**config.mk**
```make
export PLATFORM = sky130hd
export DESIGN_NAME = a5_1_keystream
export DESIGN_NICKNAME = d
export VERILOG_FILES = /design/src/rtl/a5_1_keystream.sv
export SDC_FILE = /design/constraint.sdc
export NUM_CORES = 1
export LEC_CHECK = 0
export BUFFER_PORTS_ARGS = -buffer_cell sky130_fd_sc_hd__buf_2
export CORE_ASPECT_RATIO = 1.5
export CORE_MARGIN = 4
export CORE_UTILIZATION = 62
export DETAILED_ROUTE_END_ITERATION = 8
export PLACE_DENSITY = 0.84
export SLEW_MARGIN = 15
export SYNTH_ARGS = -nofsm -noshare
export SYNTH_HDL_FRONTEND = slang
export SYNTH_SLANG_ARGS = --single-unit
```
**constraint.sdc**
```tcl
create_clock -name clk -period 3.75 [get_ports clk]
set_input_delay 1.125 -clock clk [delete_from_list [all_inputs] [get_ports clk]]
set_output_delay 1.125 -clock clk [all_outputs]
set_load 0.02 [all_outputs]
```
**src/rtl/a5_1_keystream.sv**
```systemverilog
// A5/1 keystream generator: 64-bit key and 22-bit frame load, 100 mixing steps, then 228 bits.
// First ks_valid 187 cycles after start; while ks_valid & !ks_ready the bit and all LFSR state hold.

module a5_1_majority (
  input  logic i_c1,
  input  logic i_c2,
  input  logic i_c3,
  output logic o_en1,
  output logic o_en2,
  output logic o_en3
);
  logic w_maj;

  assign w_maj = (i_c1 & i_c2) | (i_c1 & i_c3) | (i_c2 & i_c3);
  assign o_en1 = (i_c1 == w_maj);
  assign o_en2 = (i_c2 == w_maj);
  assign o_en3 = (i_c3 == w_maj);
endmodule

module a5_1_keystream #(
  parameter int KS_BITS   = 228,
  parameter int MIX_STEPS = 100
) (
  input  logic        clk,
  input  logic        rst,
  input  logic        start,
  input  logic [63:0] key,
  input  logic [21:0] frame,
  output logic        ks_bit,
  output logic        ks_valid,
  input  logic        ks_ready,
  output logic        busy,
  output logic        done
);
  typedef enum logic [2:0] {S_IDLE, S_KEY, S_FRAME, S_MIX, S_GEN} state_t;

  localparam logic [7:0] LP_KEY_LAST = 8'd63;
  localparam logic [7:0] LP_FRM_LAST = 8'd21;
  localparam logic [7:0] LP_MIX_LAST = 8'(MIX_STEPS - 1);
  localparam logic [7:0] LP_KS_LAST  = 8'(KS_BITS - 1);

  state_t      r_state;
  state_t      w_state_nxt;
  logic [7:0]  r_cnt;
  logic [7:0]  w_cnt_nxt;
  logic [63:0] r_key;
  logic [21:0] r_frame;
  logic [18:0] r_r1;
  logic [21:0] r_r2;
  logic [22:0] r_r3;
  logic        r_ks_bit;
  logic        r_ks_valid;
  logic        r_done;

  logic        w_step_all;
  logic        w_step_maj;
  logic        w_in_bit;
  logic        w_clr;
  logic        w_latch;
  logic        w_load_bit;
  logic        w_valid_nxt;
  logic        w_done_nxt;
  logic        w_maj_en1;
  logic        w_maj_en2;
  logic        w_maj_en3;
  logic        w_en1;
  logic        w_en2;
  logic        w_en3;
  logic [31:0] w_frame_pad;
  logic [18:0] w_r1_shift;
  logic [21:0] w_r2_shift;
  logic [22:0] w_r3_shift;
  logic [18:0] w_r1_nxt;
  logic [21:0] w_r2_nxt;
  logic [22:0] w_r3_nxt;
  logic        w_out_nxt;

  a5_1_majority u_majority (
    .i_c1  (r_r1[8]),
    .i_c2  (r_r2[10]),
    .i_c3  (r_r3[10]),
    .o_en1 (w_maj_en1),
    .o_en2 (w_maj_en2),
    .o_en3 (w_maj_en3)
  );

  assign w_frame_pad = {10'd0, r_frame};

  always_comb begin
    w_state_nxt = r_state;
    w_cnt_nxt   = r_cnt;
    w_step_all  = 1'b0;
    w_step_maj  = 1'b0;
    w_in_bit    = 1'b0;
    w_clr       = 1'b0;
    w_latch     = 1'b0;
    w_load_bit  = 1'b0;
    w_valid_nxt = r_ks_valid;
    w_done_nxt  = 1'b0;
    case (r_state)
      S_IDLE: begin
        if (start) begin
          w_latch     = 1'b1;
          w_clr       = 1'b1;
          w_cnt_nxt   = 8'd0;
          w_state_nxt = S_KEY;
        end
      end
      S_KEY: begin
        w_step_all = 1'b1;
        w_in_bit   = r_key[r_cnt[5:0]];
        if (r_cnt == LP_KEY_LAST) begin
          w_cnt_nxt   = 8'd0;
          w_state_nxt = S_FRAME;
        end else begin
          w_cnt_nxt = r_cnt + 8'd1;
        end
      end
      S_FRAME: begin
        w_step_all = 1'b1;
        w_in_bit   = w_frame_pad[r_cnt[4:0]];
        if (r_cnt == LP_FRM_LAST) begin
          w_cnt_nxt   = 8'd0;
          w_state_nxt = S_MIX;
        end else begin
          w_cnt_nxt = r_cnt + 8'd1;
        end
      end
      S_MIX: begin
        w_step_maj = 1'b1;
        if (r_cnt == LP_MIX_LAST) begin
          w_cnt_nxt   = 8'd0;
          w_state_nxt = S_GEN;
        end else begin
          w_cnt_nxt = r_cnt + 8'd1;
        end
      end
      S_GEN: begin
        // r_cnt counts accepted bits; an empty output slot always triggers the next step
        if (!r_ks_valid) begin
          w_step_maj  = 1'b1;
          w_load_bit  = 1'b1;
          w_valid_nxt = 1'b1;
        end else if (ks_ready) begin
          if (r_cnt == LP_KS_LAST) begin
            w_valid_nxt = 1'b0;
            w_done_nxt  = 1'b1;
            w_cnt_nxt   = 8'd0;
            w_state_nxt = S_IDLE;
          end else begin
            w_step_maj = 1'b1;
            w_load_bit = 1'b1;
            w_cnt_nxt  = r_cnt + 8'd1;
          end
        end
      end
      default: begin
        w_cnt_nxt   = 8'd0;
        w_valid_nxt = 1'b0;
        w_state_nxt = S_IDLE;
      end
    endcase
  end

  assign w_en1 = w_step_all | (w_step_maj & w_maj_en1);
  assign w_en2 = w_step_all | (w_step_maj & w_maj_en2);
  assign w_en3 = w_step_all | (w_step_maj & w_maj_en3);

  assign w_r1_shift = {r_r1[17:0], r_r1[13] ^ r_r1[16] ^ r_r1[17] ^ r_r1[18] ^ w_in_bit};
  assign w_r2_shift = {r_r2[20:0], r_r2[20] ^ r_r2[21] ^ w_in_bit};
  assign w_r3_shift = {r_r3[21:0], r_r3[7] ^ r_r3[20] ^ r_r3[21] ^ r_r3[22] ^ w_in_bit};

  assign w_r1_nxt = w_clr ? '0 : (w_en1 ? w_r1_shift : r_r1);
  assign w_r2_nxt = w_clr ? '0 : (w_en2 ? w_r2_shift : r_r2);
  assign w_r3_nxt = w_clr ? '0 : (w_en3 ? w_r3_shift : r_r3);

  // keystream bit is taken from the post-step state
  assign w_out_nxt = w_r1_nxt[18] ^ w_r2_nxt[21] ^ w_r3_nxt[22];

  always_ff @(posedge clk) begin
    if (rst) begin
      r_state    <= S_IDLE;
      r_cnt      <= 8'd0;
      r_key      <= 64'd0;
      r_frame    <= 22'd0;
      r_r1       <= 19'd0;
      r_r2       <= 22'd0;
      r_r3       <= 23'd0;
      r_ks_bit   <= 1'b0;
      r_ks_valid <= 1'b0;
      r_done     <= 1'b0;
    end else begin
      r_state    <= w_state_nxt;
      r_cnt      <= w_cnt_nxt;
      r_key      <= w_latch ? key : r_key;
      r_frame    <= w_latch ? frame : r_frame;
      r_r1       <= w_r1_nxt;
      r_r2       <= w_r2_nxt;
      r_r3       <= w_r3_nxt;
      r_ks_bit   <= w_load_bit ? w_out_nxt : r_ks_bit;
      r_ks_valid <= w_valid_nxt;
      r_done     <= w_done_nxt;
    end
  end

  assign ks_bit   = r_ks_bit;
  assign ks_valid = r_ks_valid;
  assign busy     = (r_state != S_IDLE);
  assign done     = r_done;
endmodule

```
Word level (Yosys, flattened, before mapping)
Index checks and enable logic that the tools add are counted.
{"block": "word_totals", "elab_cells": 107, "input_bits": 90, "output_inout_bits": 4, "register_bits": 164}
{"block": "classes", "n_reduce_logical": 8, "n_eq_ne": 18, "n_bitwise": 26, "addsub": 1, "muxes": 39, "order_cmp": 2}
{"op": "$mux W8", "n": 7}
{"op": "$mux W23", "n": 2}
{"op": "$mux W22", "n": 2}
{"op": "$pmux W8 S5", "n": 1}
{"op": "$mux W19", "n": 2}
{"op": "$mux W3", "n": 7}
{"op": "$pmux W3 S5", "n": 1}
{"op": "$ne A2 B2 Y1 const B", "n": 7}
{"op": "$mux W1", "n": 12}
{"op": "$xor A1 B1 Y1", "n": 12}
{"op": "$add A8 B1 Y8 const B", "n": 1}
{"op": "$eq A8 B5 Y1 const B", "n": 1}
{"op": "$eq A8 B6 Y1 const B", "n": 1}
{"op": "$eq A8 B7 Y1 const B", "n": 1}
{"op": "$eq A8 B8 Y1 const B", "n": 1}
{"op": "$reduce_or A4 Y1", "n": 2}
{"op": "$lt A6 B7 Y1 const B", "n": 1}
{"op": "$reduce_and A7 Y1", "n": 1}
{"op": "$and A1 B1 Y1", "n": 6}
{"op": "$bmux W1 S6", "n": 1}
{"op": "$eq A3 B2 Y1 const B", "n": 2}
{"op": "$lt A5 B6 Y1 const B", "n": 1}
{"op": "$pmux W1 S2", "n": 3}
{"op": "$bmux W1 S5", "n": 1}
{"op": "other kinds (9)", "n": 18}

Depth between registers and ports, before layout
Gate-level depths: netlist of run 1.
{"block": "logic_depth", "depth_word": 11, "depth_mapped": 10, "ltp_nobuf": 8}

Modules after synthesis
From an unflattened synthesis of run 1, not the netlist that was laid out.
{"block": "unflattened", "hier_cells": 818, "hier_area_um2": 7129.3}
{"mod": "a5_1_keystream", "instances": 1, "seq_area_each_um2": 3283.1, "cells_per_inst": 811, "area_per_inst_um2": 7079.3}
{"mod": "a5_1_majority", "instances": 1, "seq_area_each_um2": 0.0, "cells_per_inst": 7, "area_per_inst_um2": 50.0}

Worst setup path before layout of run 1
No wires, ideal clock.
{"block": "synth_path", "path_kind": "input to register", "from": "in ks_ready", "to": "reg r_ks_bit, in the netlist ks_bit", "t_required_ns": 3.628, "path_buffers": 1, "cell_stages": 8, "setup_time_ns": 0.122, "slack_ns": 1.243, "t_arrival_ns": 2.385, "cell_sequence": "clkinv_1 > a21oi_4 > a32o_1 > buf_6 > mux2i_2 > xnor2_1 > nor4_1 > a221o_1"}
{"block": "synth_between", "elab_chain_len": 9, "word_cells_on_any_way": 18, "classes_between": "mux (10); bitwise (8)"}
{"item": "start, declared", "line": "31", "rtl": "input logic ks_ready,"}
{"item": "$mux W1 *", "line": "144", "rtl": "end else if (ks_ready) begin"}
{"item": "$mux W1 *", "line": "140", "rtl": "if (!r_ks_valid) begin"}
{"item": "$pmux W1 S2", "line": "100", "rtl": "case (r_state)"}
{"item": "$and A1 B1 Y1, on equally long branches", "line": "165, 166"}
{"item": "$or A1 B1 Y1, on equally long branches", "line": "165, 166"}
{"item": "$mux W19 / $mux W22 (equally long branches) (2 in series)", "line": "173, 174"}
{"item": "$xor A1 B1 Y1 (2 in series)", "line": "178", "rtl": "assign w_out_nxt = w_r1_nxt[18] ^ w_r2_nxt[21] ^ w_r3_nxt[22];"}
{"item": "end signal, assigned", "line": "200", "rtl": "r_ks_bit <= w_load_bit ? w_out_nxt : r_ks_bit;"}
{"item": "end, declared", "line": "51", "rtl": "logic r_ks_bit;"}
Mark *: on every way between the ends. The rest lies on a longest branch, timed or not.
A chain may end at the register's enable or synchronous reset.

Worst setup path after layout of run 1
{"block": "layout_path", "from": "reg r_cnt[0]", "to": "reg r_ks_bit, in the netlist ks_bit"}
{"block": "layout_between", "elab_chain_len": 11, "word_cells_on_any_way": 20, "classes_between": "eq/ne (1); mux (11); bitwise (8)"}
{"item": "start, declared", "line": "44", "rtl": "logic [7:0] r_cnt;"}
{"item": "start signal, assigned", "line": "194", "rtl": "r_cnt <= w_cnt_nxt;"}
{"item": "$eq A8 B8 Y1 *", "line": "145", "rtl": "if (r_cnt == LP_KS_LAST) begin"}
{"item": "$mux W1 *", "line": "145"}
{"item": "$mux W1 *", "line": "144"}
{"item": "$mux W1 *", "line": "140"}
{"item": "$pmux W1 S2", "line": "100"}
{"item": "$and A1 B1 Y1, on equally long branches", "line": "165, 166"}
{"item": "$or A1 B1 Y1, on equally long branches", "line": "165, 166"}
{"item": "$mux W19 / $mux W22 (equally long branches) (2 in series)", "line": "173, 174"}
{"item": "$xor A1 B1 Y1 (2 in series)", "line": "178"}
Marked as above.

==> impl_metrics.ini, run 1 <==
[grt]
grt_overflow = 0
grt_pass1_wl_um = 26500
grt_max_degree = 87
grt_usage_pct = 25.0
grt_pass1_vias = 5822
antenna_found_initial = 0

[critical_path]
worst_path_dominant_cell_family = compound AO/OA/AOI/OAI gates
worstPathMaxFanout = 18
end_kind = flop
startpoint = r_cnt[0]
arrival_ns = 3.18
required_ns = 4.04
slowest_stage = dfxtp_1
cp-start-kind = flop
crit_buf_inv = 1
critPathKind = flop to flop
slowest_delay_ns = 0.58
r2r-start = r_cnt[0]
crit_chain = buf_4 > ha_1 > and4bb_1 > nand4_2 > a32o_1 > mux2i_2 > xnor2_1 > nor4_1 > a221o_1

[sta]
clock_skew_ns = 0.00778
fin_crit_ns = 2.89
max_slew_margin_pct = 44.1
finalCritPeriodShare_pct = 77.0
final.setup.tns_ns = 0
maxSlewViolCount = 0
worstMarginPinSlew_ns = 0.838
final_hold_viol_count = 0
setup_viol = 0
worst_slack_ns = 0.864
whs_ns = 0.458
fmax_mhz = 346
grt_setup_unrepaired = no

[finish]
most-common-layout-cells = nand2_1 (181), dfxtp_1 (163), a21oi_1 (94)
n_fill_cell = 795
syn_to_final_growth_pct = 14.8
fin_util_pct = 73.0
drive_gt1_share_pct = 18.4
layout.nets = 955
layout_commonest_cell = nand2_1
antennaDiodeCount = 0

[logic_synthesis]
synth.ff_latch_count = 164
syn-num-nets = 890
syn_area_per_cell_um2 = 8.86
synth_area_mm2 = 0.00707
syn_inst = 798
yosysWarnings = 0
synthArstFlopShare_pct = 0
synth_edf_count = 0
synth_ff_type = dfxtp_1
synth_cell_types = 57
ys_seq_area_share_pct = 46.4

[place]
post-place-ws_ns = 0.923
hpwl_um = 11200
port_buffers = 93
gp_congestion = 0.847

[pwr]
ir_drop_uv = 661
combPwrFrac_pct = 30.5
power.leakage_nw = 3.14
power.switching_mw = 1.89
switching_share_pct = 33.8
p_int_mw = 3.69
power.density_mw_per_mm2 = 687
p_clk_share_pct = 30.9
p_seq_share_pct = 38.6

[detailed_routing]
wl_per_cell_um = 15.6
drc = 0
firstDrtPassIters = 5
ant_nets = 0
drtIter0Drc = 347
via_per_inst = 5.63
vias = 5763
drt-total-wl_um = 16000

[floorplanning]
die_w_um = 95.2
die_y_um = 139
start_util_pct = 63.6
rows = 47
core_area_mm2 = 0.0111
die-area_mm2 = 0.0132
io_pins = 94

[flow_run]
max_cap_viol_count = 0

[clocking]
h-tree-depth = 4
clk_pin_slew_ns = 0.06
cts_resized = 0
clockBufferDepth = 2
post_cts_buffers = 0
clk_latency_ns = 0.41
root_buffer = clkbuf_16
cts_inserted_buffers = 17
hold_buffers = 0
cts_tree = done
cts.sinks = 164

[hold_path]
hold_class = flop to flop
hold_start = r_key[59]

[run_status]
status = finished clean
## cells in the mapped netlist, types with 2 or more instances
master     number  area share, %
and3b_1         3           0.37
mux2i_1        77             11
a22oi_1         3           0.32
clkbuf_1       30            1.6
xnor2_1        12            1.5
mux2_2          2           0.32
a211oi_1        3           0.32
o21ai_0         6           0.42
nor2_1         87            4.6
nand2b_1        5           0.44
xor2_1          6           0.74
nand2_1       182            9.7
a21oi_1        94            6.7
buf_4           6           0.64
a32o_1          3           0.42
mux2i_2         2           0.39
nor2b_1         5           0.44
inv_1           4           0.21
and2_1          6           0.53
a31oi_1         2           0.18
o2111ai_1       2           0.25
nor4_1          3           0.27
o22ai_1         2           0.18
buf_6           4           0.64
nand3_1        11           0.78
nand4_1         2           0.18
nor3b_1         3           0.32
inv_2           3           0.16
ha_1            2           0.35
buf_1           6           0.32
dfxtp_1       164             46
buf_2          12           0.85
mux4_2         12            3.8
nor3_1          4           0.28
nand3b_1        6           0.64
mux4_1          3            1.1
## power groups by stage
stage	sequential (mW)	combinational [mW]	clock, mW
2_1_floorplan	2.08	1.51	0
3_3_place_gp	2.17	1.64	0
3_5_place_dp	2.18	1.70	0
4_1_cts	2.15	1.71	1.74
5_1_grt	2.18	1.87	1.82
6_report	2.15	1.70	1.72
## registers in the layout (all words and copies together) (netlist names), 3 cells and up
register,count
r_cnt,8
r_frame,22
r_key,64
r_r1,19
r_r2,22
r_r3,23
r_state,3
## worst paths after layout
check	to	depth (start not counted)	slack [ns]
max	ks_bit	9	0.86
min	r_key[59]	2	0.46
max reg2reg	ks_bit	9	0.86
min reg2reg	r_key[59]	2	0.46
## worst reg2reg max path, stage by stage, from the launching register on
cell      delay (ns)
dfxtp_1         0.58
buf_4           0.33
ha_1            0.27
and4bb_1        0.27
nand4_2         0.19
a32o_1          0.34
mux2i_2         0.24
xnor2_1         0.18
nor4_1          0.09
a221o_1         0.29
## area by class of cell
type	count	area [um^2]	share of cell area, %
clock buffer	22	474	5.84
inverter	8	30.0	0.370
tap	147	184	2.27
clock inverter	10	121	1.50
timing repair buffer	104	548	6.75
multi-input combinational	568	3480	42.8
sequential	164	3280	40.5
## kinds of logic (layout without fill, tap and decap cells)
kind of cell	after synthesis	in the layout	synth area share (%)
adders and majority gates	2	2	0.354
xor gates and xnor gates	18	18	2.23
and+or+nand+nor	324	324	19.5
buffers and inverters	66	144	4.46
AOI/OAI and AO/OA	128	128	10.5
muxes	96	96	16.5
DFF	164	164	46.4
## metrics by stage
step                      power, mW  std cells  instance area (um^2)
after floorplan                3.59        798                  7070
after global placement         3.81        991                  7520
after detailed placement       3.88        991                  7520
after CTS                      5.60       1023                  8120
after global routing           5.87       1023                  8120
final                          5.58       1023                  8120
## routing by layer
layer | vias up | track usage [%] | part of all wire, %
met5 | - | 0 | 0
met1 | 2690 | 27.8 | 38
met3 | 40 | 4.89 | 4.7
met2 | 195 | 44.1 | 54
li1 | 2838 | - | -
met4 | 0 | 12.6 | 3.2
No activity file was read; power rests on OpenSTA's default activity.
==> inputs of run 2 (changes only) <==
--- a/config.mk
+++ b/config.mk
@@ -5,12 +5,13 @@
 export SDC_FILE = /design/constraint.sdc
 export NUM_CORES = 1
 export LEC_CHECK = 0
+export ABC_AREA = 1
 export BUFFER_PORTS_ARGS = -buffer_cell sky130_fd_sc_hd__buf_2
 export CORE_ASPECT_RATIO = 1.5
 export CORE_MARGIN = 4
-export CORE_UTILIZATION = 62
+export CORE_UTILIZATION = 58
 export DETAILED_ROUTE_END_ITERATION = 8
-export PLACE_DENSITY = 0.84
+export PLACE_DENSITY = 0.79
 export SLEW_MARGIN = 15
 export SYNTH_ARGS = -nofsm -noshare
 export SYNTH_HDL_FRONTEND = slang
==> constraint.sdc (replaced) <==
create_clock -name clk -period 3 [get_ports clk]
set_input_delay 0.9 -clock clk [delete_from_list [all_inputs] [get_ports clk]]
set_output_delay 0.9 -clock clk [all_outputs]
set_load 0.02 [all_outputs]
==> impl_metrics.ini, run 2 <==
[clocking]
h-tree-depth = 4
root_buffer = clkbuf_16
clk_latency_ns = 0.42
cts_inserted_buffers = 17
hold_buffers = 0
cts_tree = done
cts.sinks = 164
cts_resized = 0
clockBufferDepth = 2
post_cts_buffers = 0
clk_pin_slew_ns = 0.06

[critical_path]
r2r-start = r_cnt[1]
slowest_delay_ns = 0.35
arrival_ns = 1.36
crit_chain = nor2_1 > nand2_1 > buf_2
worst_path_dominant_cell_family = simple AND/OR/NAND/NOR gates
critPathKind = flop to output pin
end_kind = output pin
cp-start-kind = flop
startpoint = r_state[2]
r2r_slack_ns = 0.75
required_ns = 2.10
slowest_stage = dfxtp_1
worstPathMaxFanout = 5
crit_buf_inv = 1

[logic_synthesis]
synthTopCellsByArea = dfxtp_1 (46%), o21ai_0 (11%), nand2_1 (8.7%), a21oi_1 (8.0%), nor2_1 (6.9%)
synth_commonest_cells = nand2_1 (166), dfxtp_1 (164), o21ai_0 (160)
synthArstFlopShare_pct = 0
syn_area_per_cell_um2 = 7.03
syn_inst = 1020
synth_area_mm2 = 0.00717
yosysWarnings = 0
ys_seq_area_share_pct = 45.8
synth_ff_type = dfxtp_1
synth.ff_latch_count = 164
synth_top_area_share_pct = 45.8
synth_edf_count = 0
yosys.area.top_type = dfxtp_1
syn-num-nets = 1112
yosysMostFrequentCell = nand2_1
synth_cell_types = 36

[sta]
worstMarginPinSlew_ns = 0.714
finalCritPeriodShare_pct = 75.3
worst_slack_ns = 0.742
fin_crit_ns = 2.26
grt_setup_unrepaired = no
setup_viol = 0
final_hold_viol_count = 0
clock_skew_ns = 0.0103
fmax_mhz = 443
maxSlewViolCount = 0
max_slew_margin_pct = 52.4
final.setup.tns_ns = 0

[place]
post-place-ws_ns = 0.642
port_buffers = 93
hpwl_um = 10700
gp_congestion = 0.848

[grt]
grt_max_degree = 178
antenna_found_initial = 0
grt_overflow = 0
grt_pass1_wl_um = 26700
use_met2_pct = 39.9
grt_usage_pct = 22.6
grt.met1_usage_pct = 26.9
grt_use_met3_pct = 4.10
grt_pass1_vias = 6105
grt_busiest_layer = met2

[run_status]
status = finished clean

[detailed_routing]
firstDrtPassIters = 5
drtIter0Drc = 265
wl_per_cell_um = 12.7
drc = 0
ant_nets = 0
drt-total-wl_um = 15800
vias = 6485
via_per_inst = 5.18

[finish]
largest_reg_flops = 64
layout_commonest_cell = nand2_1
layout.nets = 1177
syn_to_final_growth_pct = 14.5
n_fill_cell = 1056
top_regs = r_key (64), r_r3 (23)
drive_gt1_share_pct = 14.7
top_register = r_key
antennaDiodeCount = 0
most-common-layout-cells = nand2_1 (166), dfxtp_1 (163), o21ai_0 (160)

[floorplanning]
die_w_um = 98.8
rows = 49
die_y_um = 144
start_util_pct = 59.4
die-area_mm2 = 0.0142
io_pins = 94
core_area_mm2 = 0.0121

[flow_run]
max_cap_viol_count = 0

[hold_path]
hold_start = r_frame[3]
hold_class = flop to flop

[pwr]
ir_drop_uv = 1390
power.leakage_nw = 3.81
power.density_mw_per_mm2 = 1040
run 2: final timing paths:
kind                 to  depth (start not counted)
min          r_frame[3]                          2
max                busy                          3
max reg2reg      ks_bit                         17
min reg2reg  r_frame[3]                          2
run 2: logic make-up (layout without fill, tap and decap cells):
kind of cell | after synthesis | count (layout) | synth area share, %
and+or+nand+nor | 367 | 367 | 20.9
AOI/OAI and AO/OA | 282 | 282 | 19.8
buffers and inverters | 192 | 270 | 11.6
DFF | 164 | 164 | 45.8
xor gates and xnor gates | 12 | 12 | 1.47
adders and majority gates | 2 | 2 | 0.349
muxes | 1 | 1 | 0.140
run 2: stage by stage:
step / power, mW / instances / utilization, % / area, um^2 / hold slack (ns)
after global routing: 9.31 / 1251 / 68.0 / 8210 / 0.460
final: 8.56 / 1251 / 68.0 / 8210 / 0.441
after detailed placement: 6.51 / 1219 / 63.2 / 7630 / 0.435
after global placement: 6.43 / 1219 / 63.2 / 7630 / 0.431
after floorplan: 5.88 / 1020 / - / 7170 / 0.420
after CTS: 8.63 / 1251 / 68.0 / 8210 / 0.444
run 2: final cells by class:
class	instances	area, um^2	area share (%)
flip-flops and latches	164	3280	40.0
multi-input cells	664	3070	37.4
repair buffers	104	573	6.98
inverters	134	513	6.25
clock buffers	20	457	5.56
well taps	153	191	2.33
clock inverters	12	121	1.48
run 2: tightest hold or removal path, cell delays in order, from the launching register on:
cell	delay, ns
dfxtp_1	0.30
inv_1	0.04
a21oi_1	0.05
run 2: layer usage:
metal  wire length (um)  vias up
met4                336        0
met5                  0        -
met1               6480     2918
met2               8200      159
met3                823       29
li1                   -     3379
run 2: where the power goes:
group          switching, mW  internal (mW)
clock network          0.895           1.20
logic                   2.04           1.07
registers              0.367           3.00
==> inputs of run 3 (changes only) <==
--- a/config.mk
+++ b/config.mk
@@ -5,13 +5,13 @@
 export SDC_FILE = /design/constraint.sdc
 export NUM_CORES = 1
 export LEC_CHECK = 0
-export ABC_AREA = 1
+export ABC_AREA = 0
 export BUFFER_PORTS_ARGS = -buffer_cell sky130_fd_sc_hd__buf_2
 export CORE_ASPECT_RATIO = 1.5
 export CORE_MARGIN = 4
-export CORE_UTILIZATION = 58
+export CORE_UTILIZATION = 57
 export DETAILED_ROUTE_END_ITERATION = 8
-export PLACE_DENSITY = 0.79
+export PLACE_DENSITY = 0.78
 export SLEW_MARGIN = 15
 export SYNTH_ARGS = -nofsm -noshare
 export SYNTH_HDL_FRONTEND = slang
==> constraint.sdc (replaced) <==
create_clock -name clk -period 2.1 [get_ports clk]
set_input_delay 0.63 -clock clk [delete_from_list [all_inputs] [get_ports clk]]
set_output_delay 0.63 -clock clk [all_outputs]
set_load 0.02 [all_outputs]
==> impl_metrics.ini, run 3 (same netlist as run 1, synthesis figures left out) <==
[finish]
final_area_mm2 = 0.00869
top_register = r_key
syn_to_final_growth_pct = 23.0
final_cells = 1077
fin_util_pct = 72.0
top_regs = r_key (64), r_r3 (23)
layout.nets = 1004
drive_gt1_share_pct = 24.7
largest_reg_flops = 64
layout_commonest_cell = nand2_1
antennaDiodeCount = 0
most-common-layout-cells = nand2_1 (181), dfxtp_1 (160), a21oi_1 (93), buf_2 (93), nor2_1 (87)

[pwr]
p_int_mw = 7.23
power.switching_mw = 3.56
p_seq_share_pct = 35.2
power.leakage_nw = 3.44
p_total_mw = 10.8
ir_drop_uv = 1210
combPwrFrac_pct = 34.7
p_clk_share_pct = 30.2
power.density_mw_per_mm2 = 1240
switching_share_pct = 33.0

[detailed_routing]
drtIter0Drc = 334
drt-total-wl_um = 17100
drc = 0
firstDrtPassIters = 4
via_per_inst = 5.60
vias = 6027
ant_nets = 0
wl_per_cell_um = 15.9

[grt]
grt_pass1_vias = 6112
grt_pass1_wl_um = 27800
grt_usage_pct = 24.0
antenna_found_initial = 0
grt_overflow = 0
grt_max_degree = 59

[place]
port_buffers = 93
post_dp_cell_area_mm2 = 0.00790
dp_cells = 1041
gp_congestion = 0.948
post-place-ws_ns = -0.205
hpwl_um = 12100

[sta]
setup_viol = 4
finalCritPeriodShare_pct = 108
grt_setup_unrepaired = yes
worst_slack_ns = -0.170
fin_crit_ns = 2.27
clock_skew_ns = 0.00644
fmax_mhz = 441
max_slew_margin_pct = 62.6
final.setup.tns_ns = -0.591
whs_ns = 0.446
worstMarginPinSlew_ns = 0.561
maxSlewViolCount = 0
final_hold_viol_count = 0

[critical_path]
arrival_ns = 2.56
worstPathMaxFanout = 8
cp-start-kind = flop
end_kind = flop
critPathKind = flop to flop
required_ns = 2.39

[clocking]
clockBufferDepth = 2
clk_pin_slew_ns = 0.06
clk_latency_ns = 0.41
cts_tree = done
cts_inserted_buffers = 17
root_buffer = clkbuf_16
h-tree-depth = 4
cts.sinks = 164

[floorplanning]
rows = 49
start_util_pct = 58.5
die-area_mm2 = 0.0143
die_w_um = 98.9
io_pins = 94
core_area_mm2 = 0.0121
die_y_um = 144

[run_status]
status = finished with violations
violations = setup timing

[hold_path]
hold_class = input port to flop

[flow_run]
max_cap_viol_count = 0
==> run 3: area by class of cell <==
cell class,instances,area [um^2]
fill,878,3380
timing repair buffer,153,987
clock inverter,11,176
inverter,8,30.0
multi-input combinational,568,3570
sequential,164,3290
clock buffer,20,447
tap,153,191
==> run 3: power by group through the flow <==
stage / clock network [mW] / registers, mW / logic (mW)
2_1_floorplan: 0 / 3.72 / 2.69
3_3_place_gp: 0 / 3.81 / 3.41
3_5_place_dp: 0 / 3.83 / 3.50
4_1_cts: 3.29 / 3.78 / 3.59
5_1_grt: 3.44 / 3.82 / 4.09
6_report: 3.26 / 3.80 / 3.74
==> run 3: timing repair <==
item | CTS | global route
hold buffers | 0 | 0
resized for setup | 15 | 17
setup endpoints to repair | 15 | 17
setup buffers | 4 | 1
pin swaps | 11 | 4
==> run 3: path summary, 6_finish.rpt <==
| kind | from | endpoint | slack [ns] | cells past startpoint |
|---|---|---|---|---|
| min reg2reg | r_frame[21] | r_frame[21] | 0.46 | 2 |
| max reg2reg | r_cnt[1] | r_r2[0] | -0.17 | 8 |
| max | r_cnt[1] | r_r2[0] | -0.17 | 8 |
| min | key[9] | r_key[9] | 0.45 | 3 |
==> run 3: per-layer routing <==
metal / share of wire (%) / wire length [um] / GRT usage [%] / vias to the layer above
li1: - / - / - / 2930
met1: 37 / 6400 / 25.4 / 2873
met2: 54 / 9180 / 44.2 / 166
met3: 4.9 / 833 / 5.16 / 58
met4: 4.1 / 705 / 12.8 / 0
met5: 0 / 0 / 0 / -
==> run 3: worst max-delay path: stages, from the launching register on <==
cell	delay (ns)
dfxtp_4	0.45
buf_8	0.15
mux4_2	0.49
nand3b_1	0.10
and4b_1	0.22
a211oi_2	0.06
a311o_2	0.44
xnor2_1	0.16
a21oi_1	0.08
